`config.mk`:
```
export PLATFORM = sky130hd
export DESIGN_NAME = conv_pool_sink
export DESIGN_NICKNAME = d
export VERILOG_FILES = /design/src/rtl/cnn_layer_pkg.sv /design/src/rtl/sync_fifo.sv /design/src/rtl/conv_pool_sink.sv
export SDC_FILE = /design/constraint.sdc
export NUM_CORES = 1
export LEC_CHECK = 0
export ABC_AREA = 0
export CAP_MARGIN = 10
export CORE_MARGIN = 4
export CORE_UTILIZATION = 59
export CTS_CLUSTER_SIZE = 14
export DETAILED_ROUTE_END_ITERATION = 16
export GPL_TIMING_DRIVEN = 0
export PLACE_DENSITY = 0.79
export SLEW_MARGIN = 20
export SYNTH_ARGS = -nofsm -noshare
export SYNTH_HDL_FRONTEND = slang
export SYNTH_SLANG_ARGS = --single-unit
```
`constraint.sdc`:
```
create_clock -name clk -period 4.12 [get_ports clk]
set_input_delay 0.618 -clock clk [delete_from_list [all_inputs] [get_ports clk]]
set_output_delay 0.618 -clock clk [all_outputs]
set_load 0.1 [all_outputs]
```
`src/rtl/cnn_layer_pkg.sv`:
```
// Shared definitions for the layer-2 CNN datapath: widths, default segment
// geometry, the output-sink FSM state type and the requantisation helper.
package cnn_layer_pkg;

    localparam int ACT_W          = 17;
    localparam int CONV_W         = 32;
    localparam int DEF_OUTLEN_PER = 30;
    localparam int DEF_OUTLEN_ALL = 1260;

    typedef enum logic [1:0] {
        IDLE,
        COLLECT,
        DRAIN,
        DONE
    } sink_state_t;

    // Logical right shift, then clamp to the largest out_w-bit unsigned value.
    function automatic logic [CONV_W-1:0] sat_shift(
        input logic [CONV_W-1:0] v,
        input int unsigned       shift,
        input int unsigned       out_w
    );
        logic [CONV_W-1:0] s;
        logic [CONV_W-1:0] lim;
        s   = v >> shift;
        lim = (out_w >= CONV_W) ? '1 : ((CONV_W'(1) << out_w) - CONV_W'(1));
        return (s > lim) ? lim : s;
    endfunction

endpackage

```
`src/rtl/sync_fifo.sv`:
```
// Single-clock FIFO with registered read data and a one-cycle read-valid pulse.
// A write into a full FIFO is accepted only when a read pops in the same cycle.
module sync_fifo #(
    parameter int WIDTH = 17,
    parameter int DEPTH = 16
) (
    input  logic                     clk,
    input  logic                     rst_n,
    input  logic                     clr_i,
    input  logic                     wr_en_i,
    input  logic [WIDTH-1:0]         wr_data_i,
    input  logic                     rd_en_i,
    output logic [WIDTH-1:0]         rd_data_o,
    output logic                     rd_valid_o,
    output logic                     empty_o,
    output logic                     full_o,
    output logic [$clog2(DEPTH):0]   count_o
);

    localparam int            AW       = $clog2(DEPTH);
    localparam logic [AW:0]   FULL_CNT = (AW+1)'(DEPTH);

    logic [WIDTH-1:0] mem_q [DEPTH];
    logic [AW-1:0]    wr_ptr_q;
    logic [AW-1:0]    rd_ptr_q;
    logic [AW:0]      count_q;
    logic [WIDTH-1:0] rd_data_q;
    logic             rd_valid_q;
    logic             do_wr;
    logic             do_rd;

    assign empty_o    = (count_q == '0);
    assign full_o     = (count_q == FULL_CNT);
    assign do_rd      = rd_en_i && !empty_o;
    assign do_wr      = wr_en_i && (!full_o || rd_en_i);
    assign rd_data_o  = rd_data_q;
    assign rd_valid_o = rd_valid_q;
    assign count_o    = count_q;

    // NOTE: the storage array is deliberately left without reset; the pointers
    // and count alone decide which entries are valid.
    always_ff @(posedge clk) begin
        if (do_wr) begin
            mem_q[wr_ptr_q] <= wr_data_i;
        end
    end

    // NOTE: sequential state uses non-blocking assignments so every register
    // samples the pre-edge value of its neighbours.
    always_ff @(posedge clk or negedge rst_n) begin
        if (!rst_n) begin
            wr_ptr_q   <= '0;
            rd_ptr_q   <= '0;
            count_q    <= '0;
            rd_data_q  <= '0;
            rd_valid_q <= 1'b0;
        end else if (clr_i) begin
            wr_ptr_q   <= '0;
            rd_ptr_q   <= '0;
            count_q    <= '0;
            rd_data_q  <= '0;
            rd_valid_q <= 1'b0;
        end else begin
            rd_valid_q <= do_rd;
            if (do_wr) begin
                wr_ptr_q <= wr_ptr_q + AW'(1);
            end
            if (do_rd) begin
                rd_ptr_q  <= rd_ptr_q + AW'(1);
                rd_data_q <= mem_q[rd_ptr_q];
            end
            case ({do_wr, do_rd})
                2'b10:   count_q <= count_q + (AW+1)'(1);
                2'b01:   count_q <= count_q - (AW+1)'(1);
                default: count_q <= count_q;
            endcase
        end
    end

endmodule

```
`src/rtl/conv_pool_sink.sv`:
```
// Layer-2 conv output sink: ReLU, pair max-pool per segment, requantise, FIFO.
// Build macro CONV_SINK_POOL_EN enables pooling; without it every input is written.
module conv_pool_sink
    import cnn_layer_pkg::*;
#(
    parameter int OUTLEN_PER = DEF_OUTLEN_PER,
    parameter int OUTLEN_ALL = DEF_OUTLEN_ALL,
    parameter int SHIFT      = 4,
    parameter int OUT_W      = ACT_W,
    parameter int FIFO_DEPTH = 16
) (
    input  logic                          clk,
    input  logic                          global_rst_n,
    input  logic                          clr,
    input  logic                          in_valid,
    input  logic [CONV_W-1:0]             in_data,
    input  logic                          rd_en,
    output logic [OUT_W-1:0]              rd_data,
    output logic                          rd_valid,
    output logic                          empty,
    output logic [$clog2(FIFO_DEPTH):0]   fifo_count,
    output logic [10:0]                   seg_idx,
    output logic [CONV_W-1:0]             max_out,
    output logic                          overflow,
    output logic                          done
);

    localparam int CNT_W = $clog2(OUTLEN_ALL + 1);
    localparam int POS_W = (OUTLEN_PER > 1) ? $clog2(OUTLEN_PER) : 1;

    sink_state_t       state_q;
    logic [CNT_W-1:0]  in_cnt_q;
    logic [POS_W-1:0]  pos_q;
    logic [10:0]       seg_idx_q;
    logic [CONV_W-1:0] max_q;
    logic              last_q;
    logic              overflow_q;
    logic              done_q;
    logic              wr_en_q;
    logic [OUT_W-1:0]  wr_data_q;
`ifdef CONV_SINK_POOL_EN
    logic [CONV_W-1:0] held_q;
`endif

    logic              accepting;
    logic              capture;
    logic              pos_last;
    logic [CONV_W-1:0] relu;
    logic [CONV_W-1:0] pooled;
    logic              wr_en_d;
    logic [OUT_W-1:0]  wr_data_d;
    logic              fifo_empty;
    logic              fifo_full;

    // Inputs are taken until the last one of the image has been captured.
    assign accepting = (state_q == IDLE) || ((state_q == COLLECT) && !last_q);
    assign capture   = in_valid && !clr && accepting;
    assign relu      = in_data[CONV_W-1] ? '0 : in_data;
    assign pos_last  = (pos_q == POS_W'(OUTLEN_PER - 1));

    // NOTE: every always_comb output gets a default first so no latch is inferred.
    always_comb begin
        wr_en_d = 1'b0;
        pooled  = relu;
`ifdef CONV_SINK_POOL_EN
        if (pos_q[0]) begin
            wr_en_d = capture;
            pooled  = (held_q > relu) ? held_q : relu;
        end else begin
            wr_en_d = capture && pos_last;
        end
`else
        wr_en_d = capture;
`endif
        wr_data_d = OUT_W'(sat_shift(pooled, SHIFT, OUT_W));
    end

    always_ff @(posedge clk or negedge global_rst_n) begin
        if (!global_rst_n) begin
            in_cnt_q   <= '0;
            pos_q      <= '0;
            seg_idx_q  <= '0;
            max_q      <= '0;
            last_q     <= 1'b0;
            overflow_q <= 1'b0;
            wr_en_q    <= 1'b0;
            wr_data_q  <= '0;
`ifdef CONV_SINK_POOL_EN
            held_q     <= '0;
`endif
        end else if (clr) begin
            in_cnt_q   <= '0;
            pos_q      <= '0;
            seg_idx_q  <= '0;
            max_q      <= '0;
            last_q     <= 1'b0;
            overflow_q <= 1'b0;
            wr_en_q    <= 1'b0;
            wr_data_q  <= '0;
`ifdef CONV_SINK_POOL_EN
            held_q     <= '0;
`endif
        end else begin
            wr_en_q   <= wr_en_d;
            wr_data_q <= wr_data_d;
            if (wr_en_q && fifo_full && !rd_en) begin
                overflow_q <= 1'b1;
            end
            if (capture) begin
                in_cnt_q <= in_cnt_q + CNT_W'(1);
                last_q   <= (in_cnt_q == CNT_W'(OUTLEN_ALL - 1));
                if (relu > max_q) begin
                    max_q <= relu;
                end
                if (pos_last) begin
                    pos_q     <= '0;
                    seg_idx_q <= seg_idx_q + 11'd1;
                end else begin
                    pos_q <= pos_q + POS_W'(1);
                end
`ifdef CONV_SINK_POOL_EN
                if (!pos_q[0]) begin
                    held_q <= relu;
                end
`endif
            end
        end
    end

    // COLLECT leaves on the edge that writes the final pooled value.
    always_ff @(posedge clk or negedge global_rst_n) begin
        if (!global_rst_n) begin
            state_q <= IDLE;
            done_q  <= 1'b0;
        end else if (clr) begin
            state_q <= IDLE;
            done_q  <= 1'b0;
        end else begin
            case (state_q)
                IDLE: begin
                    if (capture) begin
                        state_q <= COLLECT;
                    end
                end
                COLLECT: begin
                    if (last_q) begin
                        state_q <= DRAIN;
                    end
                end
                DRAIN: begin
                    if (fifo_empty) begin
                        state_q <= DONE;
                        done_q  <= 1'b1;
                    end
                end
                DONE: begin
                    state_q <= DONE;
                end
                default: begin
                    state_q <= IDLE;
                    done_q  <= 1'b0;
                end
            endcase
        end
    end

    sync_fifo #(
        .WIDTH (OUT_W),
        .DEPTH (FIFO_DEPTH)
    ) u_fifo (
        .clk        (clk),
        .rst_n      (global_rst_n),
        .clr_i      (clr),
        .wr_en_i    (wr_en_q),
        .wr_data_i  (wr_data_q),
        .rd_en_i    (rd_en),
        .rd_data_o  (rd_data),
        .rd_valid_o (rd_valid),
        .empty_o    (fifo_empty),
        .full_o     (fifo_full),
        .count_o    (fifo_count)
    );

    assign empty    = fifo_empty;
    assign seg_idx  = seg_idx_q;
    assign max_out  = max_q;
    assign overflow = overflow_q;
    assign done     = done_q;

endmodule
```
; ---- Yosys cells after proc, flatten, opt, wreduce, memory -nomap -nowiden
; Memory sizes are Yosys's and may differ from the RTL's.
; Index checks and enable logic that the tools add are counted.
[op_classes]
addsub = 7
n_lt_le_gt_ge = 2
eq_ne = 11
n_mux = 38
n_reduce_logical = 29
[ops]
columns = op, count
row1 = $mux W32, 3
row2 = $mux W17, 4
row3 = $mux W11, 5
row4 = $gt A31 B32 Y1, 1
row5 = $mux W31, 1
row6 = $gt A27 B17 Y1 const B, 1
row7 = $add A11 B1 Y11 const B, 2
row8 = $mux W5, 4
row9 = $mux W4, 4
row10 = $reduce_bool A2 Y1, 8
row11 = $eq A11 B11 Y1 const B, 1
row12 = $mux W1, 11
row13 = $add A5 B1 Y5 const B, 2
row14 = $eq A5 B5 Y1 const B, 2
row15 = $pmux W5 S2, 1
row16 = $add A4 B1 Y4 const B, 2
row17 = $mux W2, 4
row18 = $pmux W2 S4, 1
row19 = $logic_and A1 B1 Y1, 7
row20 = $eq A2 B2 Y1 const B, 3
row21 = $ne A3 B3 Y1 const B, 2
row22 = $reduce_and A2 Y1, 3
row23 = $logic_not A1 Y1, 5
row24 = $logic_not A5 Y1, 1
row25 = 7 further kinds, 9
[word_totals]
reg_bits = 113
ramBits = 272
inputBits = 37
out_inout_bits = 69
wordCells = 103
n_memories = 1
[memory_table]
columns = name, words, word_bits, read_ports, rd_ports_with_merged_regs, wr, line
row1 = u_fifo.mem_q, 16, 17, 1, 0, 1, sync_fifo.sv:23  ; logic [WIDTH-1:0] mem_q [DEPTH];

; ---- Longest topological paths before layout
; Gate-level depths: netlist (run 1).
[logic_depth]
word_depth = 7
ltp_mapped = 12
mapped_depth_nobuf = 10

; ---- Cells and area by module
; A second synthesis (run 1) with hierarchy kept.
[unflattened]
cells_unflattened = 1055
hier_area_um2 = 16734.8
[by_module_without_submodules]
columns = mod, n_inst, cells_per_inst, area_per_inst_um2
row1 = sync_fifo, 1, 575, 12054.1
row2 = conv_pool_sink, 1, 480, 4680.7

; ---- Worst setup path after synthesis (run 1)
; Ideal clock, no wire load.
[synth_timing]
path_kind = flip-flop to flip-flop
start = register u_fifo.count_q[0], in the netlist u_fifo.count_o[0]
end = memory u_fifo.mem_q[0][0], enable pin
setup_ns = 0.435
arrival_ns = 3.189
required_time_ns = 3.685
path_slack_ns = 0.496
path_stages_with_launch = 5
synth_period_minus_slack_ns = 3.624
path_cell_list = dfrtp_1 -> or4_1 -> buf_2 -> o21ai_1 -> nor4_1
[synth_between]
elab_chain_len = 6
[synth_lines]
columns = item, line
row1 = start: declaration, sync_fifo.sv:26  ; logic [AW:0] count_q;
row2 = start signal: assignment, sync_fifo.sv:73  ; 2'b10: count_q <= count_q + (AW+1)'(1);
row3 = start signal: assignment, sync_fifo.sv:74  ; 2'b01: count_q <= count_q - (AW+1)'(1);
row4 = start signal: assignment, sync_fifo.sv:75  ; default: count_q <= count_q;
row5 = $eq A5 B5 Y1, sync_fifo.sv:33  ; assign full_o = (count_q == FULL_CNT);
row6 = $logic_not A1 Y1, sync_fifo.sv:35  ; assign do_wr = wr_en_i && (!full_o || rd_en_i);
row7 = $logic_or A1 B1 Y1, sync_fifo.sv:35
row8 = $logic_and A1 B1 Y1, sync_fifo.sv:35
row9 = $mux W1, sync_fifo.sv:43  ; if (do_wr) begin
row10 = $mux W1 (not written as such), sync_fifo.sv:44  ; mem_q[wr_ptr_q] <= wr_data_i;
row11 = end: declaration, sync_fifo.sv:23
; Every way passes these cells.

; ---- Worst setup path in the final report (run 1)
[layout_timing]
start = input in_data[31]
end = register max_q[16], in the netlist max_out[16]
[layout_between]
elab_chain_len = 4
elab_cells_between_ends = 7
cone_classes = order compare (1) / mux (4) / reduce/logical (2)
[layout_lines]
columns = item, line
row1 = start: declaration, conv_pool_sink.sv:16  ; input logic [CONV_W-1:0] in_data,
row2 = $mux W31 *, conv_pool_sink.sv:58  ; assign relu = in_data[CONV_W-1] ? '0 : in_data;
row3 = $gt A31 B32 Y1 or $mux W32 (tied branches), conv_pool_sink.sv:112  ; if (relu > max_q) begin
row4 = $reduce_bool A2 Y1 (no source line) or $mux W32 (tied branches), n/a
row5 = $reduce_and A2 Y1 (no source line) or $mux W32 (tied branches), n/a
row6 = end signal: assignment, conv_pool_sink.sv:113  ; max_q <= relu;
row7 = end: declaration, conv_pool_sink.sv:35  ; logic [CONV_W-1:0] max_q;
; Mark *: on every way between the ends. The rest lies on a longest branch, timed or not. The select of a mux whose other input is x is not followed.
; A chain may end at the register's enable or synchronous reset.

==> results of run 1 <==
==> kinds of logic (layout without fill, tap and decap cells) <==
| group | after synthesis | count (layout) |
|---|---|---|
| flip-flops | 384 | 384 |
| AND/OR/NAND/NOR | 264 | 264 |
| AO/OA/AOI/OAI | 155 | 155 |
| multiplexers | 116 | 116 |
| buffers and inverters | 108 | 296 |
| adder cells (fa/ha/maj) | 44 | 44 |
| XOR/XNOR | 30 | 30 |
| other | 1 | 1 |
==> worst max-delay path by stage <==
stage               cells past startpoint                   end  slack (ps)
finish                                 12           max_out[16]         400
global route                           12           max_out[16]         150
CTS                                    12           max_out[16]         420
detailed placement                     12           max_out[13]         -90
global placement                        1  u_fifo.rd_data_o[14]       -2260
floorplan                               4    u_fifo.mem_q[0][0]         500
==> final cells by class <==
class / count / area [µm²]
clock buffer: 54 / 1125
clock inverter: 18 / 210.2
sequential: 384 / 10970
buffer: 61 / 419.2
timing repair buffer: 116 / 1127
inverter: 47 / 176.4
tap: 378 / 473.0
multi-input combinational: 610 / 5181
fill: 1783 / 8175
==> power by group through the flow <==
stage               clock network (W)  registers (W)  logic, W
global placement                    0        0.00456   0.00308
global route                  0.00386        0.00452   0.00331
finish                        0.00364        0.00450   0.00315
CTS                           0.00367        0.00449   0.00316
floorplan                           0        0.00532   0.00157
detailed placement                  0        0.00457   0.00313
==> metrics by stage <==
step           std cells  worst slack [ps]  util, %  cell area, µm²
3_5_place_dp        1596            -93.95    65.85           18350
2_1_floorplan       1102             496.3        -           16690
5_1_grt             1668             150.9    70.65           19680
3_3_place_gp        1583             -2260    65.30           18190
4_1_cts             1668             419.4    70.64           19680
6_report            1668             404.5    70.65           19680
==> worst max-delay path, stage by stage <==
cell,delay [ps]
clkdlybuf4s50_1,510
buf_2,240
clkbuf_1,500
nor2b_1,150
ha_1,350
nand4_1,210
nor4_2,480
nand3b_1,230
a31oi_2,90
nor2_4,310
buf_6,240
mux2i_1,220
==> registers in the layout, summed over array words and instances (netlist names), 2 cells and up <==
register          flops
wr_data_q            17
u_fifo.mem_q        272
max_out              31
u_fifo.count_o        5
state_q               2
u_fifo.rd_data_o     17
u_fifo.rd_ptr_q       4
in_cnt_q             11
seg_idx              11
u_fifo.wr_ptr_q       4
pos_q                 5
==> metal layers <==
layer  vias to the layer above  wire [µm]
met5                         -          0
met2                       492      19520
met3                        87       2785
met4                         0       1529
met1                      5093      15530
li1                       4476          -
==> synthesized netlist by cell type, types with 5 or more instances <==
cell      number
o41ai_1       15
a221oi_1      10
mux4_1        18
xor2_1        18
a211oi_1       8
a21oi_1       47
nand2_1       97
dfrtp_1      112
and2_1        11
mux4_2        37
mux2i_1       55
o21ai_0       25
nand3_1       15
mux2_2         6
a31oi_1        6
buf_12         5
buf_2         12
a21o_1         9
inv_1         46
xnor2_1       12
edfxtp_1     272
nand4_1       13
clkbuf_1      26
nor2_1        61
nor2b_1       33
ha_1          43
buf_6         11
o211ai_1      14
nor4_1         6
==> cell usage in the layout (no fill, tap or decap), drive strengths merged, types with 3 or more instances in the layout <==
cell / Yosys / routed
o211ai: 14 / 14
nor2b: 33 / 33
and2: 11 / 11
nand4: 14 / 14
nand3: 16 / 16
xor2: 18 / 18
mux2: 6 / 6
nor2: 63 / 63
o211a: 4 / 4
nand2: 99 / 99
and3: 4 / 4
bufinv: 0 / 4
xnor2: 12 / 12
clkinv: 0 / 11
a221oi: 12 / 12
dfrtp: 112 / 112
nor4: 8 / 8
ha: 43 / 43
inv: 47 / 49
a21oi: 48 / 48
nor3: 5 / 5
edfxtp: 272 / 272
nand2b: 3 / 3
clkbuf: 26 / 80
a41oi: 4 / 4
mux2i: 55 / 55
a211oi: 8 / 8
buf: 35 / 49
o21ai: 27 / 27
o41ai: 15 / 15
clkdlybuf4s50: 0 / 102
a21o: 9 / 9
a31oi: 7 / 7
mux4: 55 / 55
==> key figures, run 1 <==
Synth
  • Mux contribution to synthesized area: between 10% and 20%
  • Prevailing post-synth register cell: edfxtp_1
  • Post-Syn Nets: 1,183
  • Post-synthesis register bit count: 384
  • Share of the synthesized area in the top cell type: 48.95%
  • Synth async-reset ratio: 29.17%
  • Post-synth EDFFs: between 200 and 300
  • Cell taking the most area after synthesis: edfxtp_1
  • Post-synthesis simple-gate area fraction: 7.768%
  • Synth warn: 0
  • Synth area leaders: edfxtp_1 49%, dfrtp_1 17%, mux4_2 5.0%, mux2i_1 3.3%, ha_1 3.2%
  • Post-Synthesis Cell Area: approximately 17,000 µm²
  • Combinational family with the most area after synthesis: multiplexers
  • Cell count after synthesis: roughly 1,100
  • Syn Area/Cell: 15.14 µm²
  • Synth Area in Adders: 3.344%
  • Seq/Total Area, Yosys: 65.74%
  • Netlist cell types: 65
  • Xor and xnor area share after synthesis: between 1.5 and 2%
  • Synth Area in Compound Gates: under 10%

STA
  • Worst Max-Slew Pin Slew: ~1100 ps
  • Pins Over Slew Limit: 0
  • Final hold viol count: 0
  • RSZ-0062 raised after global routing: false
  • Max Clock Skew: 25.82 ps
  • Max frequency: about 270 MHz
  • Final period utilization: 90.18%
  • Hold_ws: 16.70 ps
  • Setup TNS: 0 ps
  • Final setup viols: 0
  • Slew HR: 25.93%
  • Min Tclk post-route: 3716 ps

Clock tree
  • Worst-path clk slew: around 60 ps
  • Cts bufs inserted: 39
  • CTS Buffer Depth: 3
  • CTS tree: built
  • PostCTS Resize Cnt: 0
  • Post-CTS setup-driven buffer insertion count: 0
  • Hold Buf Count CTS: 0
  • Clk Latency, worst-skew pair: around 540 ps
  • Clock Sinks: 384
  • H-Tree Level Count: 2
  • Cell at the root of the clock tree: clkbuf_16

Placement
  • Gpl congestion: 0.8580
  • Port bufs: 103
  • Dpl hpwl: roughly 26,000 µm

Floorplanning
  • Die Height: 176.2 µm
  • IO Count: 106
  • Row cnt: 61
  • Core box area: between 20,000 and 30,000 µm²
  • Chip Width: 176.2 µm
  • Initial Utilization: 59.90%
  • Die Area: 31,040 µm²

Global routing
  • Total grt overflow: 0
  • M3 GR Usage: 3.662%
  • Initial antenna violation count: 0
  • GRT Overall Usage: 25.88%
  • Vias in the first global route: around 10,000
  • Pin count of the biggest net entering global routing: 69
  • GR Layer Usage met2: 42.57%
  • First-pass GRT wire length: roughly 60,000 µm
  • Most used routing layer: met2
  • GR Layer Usage met1: 35.85%

Power
  • Sequential power share: between 30% and 40%
  • Worst IR drop on VDD: 0.3810 mV
  • Net Sw Frac: 32.31%
  • Internal Power: 0.007636 W
  • Power Density: roughly 570 nW/µm²
  • Total Power: between 0.01 and 0.015 W
  • Power share of the clock group: 32.3%
  • P_sw: 0.003646 W
  • Lkg Pwr: 7.168 nW
  • Comb pwr share: 27.9%

Drt
  • Number of detailed-route iterations in the first pass: 5
  • DR DRC count: 0
  • WL/cell: approximately 24 µm
  • Via density: roughly 6.1
  • Starting DRC count in detailed routing: 1,180
  • Vias post-DR: 10,150
  • DRT Wirelength: a little under 40,000 µm
  • Routed Antenna Nets: 0

Run status
  • Outcome: complete, no violations

Final layout
  • Final #Nets: between 1,000 and 1,500
  • Ant. Diodes: 0
  • Share of cells above drive strength 1: between 10% and 20%
  • Syn-to-layout area delta: 17.95%

Worst setup path
  • Worst EP required: 4560 ps
  • RR Startpoint: u_fifo.count_o[1]
  • Setup crit end kind: flop
  • Reg2Reg Depth: 11
  • Worst-path fanout max: 10
  • Reg-to-Reg End: u_fifo.count_o[4]
  • Setup crit start kind: primary input
  • Crit path kind: in -> reg
  • R2r setup slk: 1250 ps
  • Worst Setup SP: in_data[31]
  • Data arrival time of the critical path: 4150 ps

Worst hold path
  • Worst min-delay path category: in -> async

Job
  • MaxCap Viol Count: 0
(Power assumes the default switching activity.)
==> inputs of run 2 (changes only) <==
CORE_UTILIZATION = 54   (was 59)
PLACE_DENSITY = 0.77   (was 0.79)
clock period = 3.4 ns   (was 4.12 ns; I/O delays follow)
==> run 2 against run 1 <==
  * Utilization down 6.0 points
  * Worst hold slack better by 500 ps
  * Clock power up 23%
  * Critical path depth down 8
  * Critical path type is now reg -> out
  * Largest power group unchanged
  * Power up 22%
  * Sequential share of layout area down 0.16 points
  * Via count down 0.29%
  * Sequential cell count unchanged
  * Critical endpoint is now empty
  * Sequential power up 21%
  * Final cell count up 1.3%
==> key figures, run 2 (synthesis results as in run 1) <==
Clock tree
  • H-Tree Level Count: 2
  • Clock Sinks: 384
  • CTS Buffer Depth: 3
  • Worst-path clk slew: 60 ps
  • Clk Latency, worst-skew pair: 530 ps
  • Cts bufs inserted: 39
  • Cell at the root of the clock tree: clkbuf_16
  • CTS tree: built

STA
  • Pins Over Slew Limit: 0
  • RSZ-0062 raised after global routing: false
  • Final hold viol count: 0
  • Hold_ws: 511.8 ps
  • Max frequency: 311.2 MHz
  • Final period utilization: between 90% and 100%
  • Min Tclk post-route: between 3000 and 4000 ps
  • Final setup viols: 0
  • Max Clock Skew: around 13 ps
  • Slew HR: 26.84%
  • Worst Max-Slew Pin Slew: 1097 ps

Worst setup path
  • Data arrival time of the critical path: roughly 2700 ps
  • R2r setup slk: 530 ps
  • Crit path kind: reg -> out
  • Slowest stage cell on the critical path: dlygate4sd2_1
  • Worst-path fanout max: 6
  • CP Cell Sequence: or4_1, buf_2, nor2_2, dlygate4sd2_1
  • Setup crit start kind: flop
  • RR Startpoint: u_fifo.count_o[0]
  • Setup crit end kind: primary output
  • Worst EP required: ~2900 ps
  • Max incr delay on CP: ~890 ps
  • Worst Setup SP: u_fifo.count_o[0]

Final layout
  • Fillers: 2,118
  • Syn-to-layout area delta: 18.30%
  • Most flops, register: u_fifo.mem_q
  • Register area: 10,970 µm²
  • Share of cells above drive strength 1: 13.77%
  • Max FFs per register: 272
  • Ant. Diodes: 0
  • Area taken by multi-input logic gates: 5190 µm²
  • Commonest non-fill, non-tap cells in the layout: 272 x edfxtp_1, 112 x dfrtp_1, 101 x clkdlybuf4s50_1
  • Final #Nets: about 1,300
  • Post-route cell area: 19,740 µm²
  • Commonest non-fill, non-tap cell in the layout: edfxtp_1

Global routing
  • Initial antenna violation count: 0
  • Pin count of the biggest net entering global routing: 64
  • GRT Overall Usage: 23.99%
  • First-pass GRT wire length: 61,550 µm
  • Vias in the first global route: 10,390
  • Total grt overflow: 0

Power
  • Lkg Pwr: just over 7 nW
  • Worst IR drop on VDD: 0.4221 mV
  • Power Density: 695.9 nW/µm²
  • Total Power: 0.01374 W

Floorplanning
  • Die Height: about 180 µm
  • Initial Utilization: 54.70%
  • Chip Width: 183.8 µm
  • Row cnt: 64
  • IO Count: 106
  • Die Area: 33,780 µm²
  • Core box area: 30,510 µm²

Drt
  • Starting DRC count in detailed routing: ~980
  • Via density: 5.991
  • Vias post-DR: 10,120
  • DRT Wirelength: 40,330 µm
  • WL/cell: 23.88 µm
  • Number of detailed-route iterations in the first pass: 7
  • Routed Antenna Nets: 0
  • DR DRC count: 0

Placement
  • Port bufs: 103
  • Post-detailed-placement cell area: between 15,000 and 20,000 µm²
  • Gpl congestion: just under 0.9
  • Dpl hpwl: 25,670 µm

Worst hold path
  • Worst min-delay path category: in -> async

Run status
  • Outcome: complete, no violations

Job
  • MaxCap Viol Count: 0
## run 2: layer usage
| layer | global-route usage [%] | vias up | wire [µm] |
|---|---|---|---|
| met5 | 0 | - | 0 |
| met4 | 7.158 | 0 | 1258 |
| met3 | 4.076 | 83 | 2690 |
| met2 | 40.37 | 431 | 20280 |
| met1 | 32.60 | 5118 | 16100 |
| li1 | - | 4487 | - |
## run 2: repair_timing
item	in CTS	in global routing
setup endpoints to repair	14	15
resized for setup	3	2
pin swaps	0	1
gates cloned	0	0
hold buffers	1	0
endpoints found under the hold margin	49	0
buffers inserted	0	3
## run 2: where the power goes
part / leakage [nW] / switching (W) / internal, W / total [W]
Combinational: 2.60 / 0.00245 / 0.00137 / 0.00382
Sequential: 3.94 / 0.000197 / 0.00525 / 0.00544
Clock: 0.641 / 0.00177 / 0.00270 / 0.00447
## run 2: critical path, delay by kind of cell, from the launching register on
| family | cells | cell delay (ps) |
|---|---|---|
| DFF | 1 | 440 |
| and+or+nand+nor | 2 | 650 |
| buffers and inverters | 2 | 1080 |
## run 2: per-stage QoR
step,TNS (ps),setup WS (ps),instances,util (%)
finish,0,186.8,1689,64.70
global route,0,6.332,1689,64.70
CTS,0,80.15,1686,64.60
detailed placement,-16090,-650.2,1613,60.21
global placement,-450530,-2956,1601,59.70
floorplan,-15210,-223.7,1102,-
## run 2: worst paths after layout
path / endpoint / cells past startpoint
min in group clk: wr_data_q[16] / 4
worst min register to register: done / 2
max in group asynchronous: wr_data_q[9] / 3
worst max register to register: u_fifo.count_o[4] / 11
worst max-delay path: empty / 4
worst min-delay path: seg_idx[8] / 2
## run 2: layout make-up
type                    instances  share of cell area [%]
plain buffers                  61                   2.136
clock inverters                21                   1.451
multi-input cells             610                   26.29
inverters                      47                  0.8937
well taps                     396                   2.510
flip-flops and latches        384                   55.57
repair buffers                119                   5.869
clock buffers                  51                   5.274
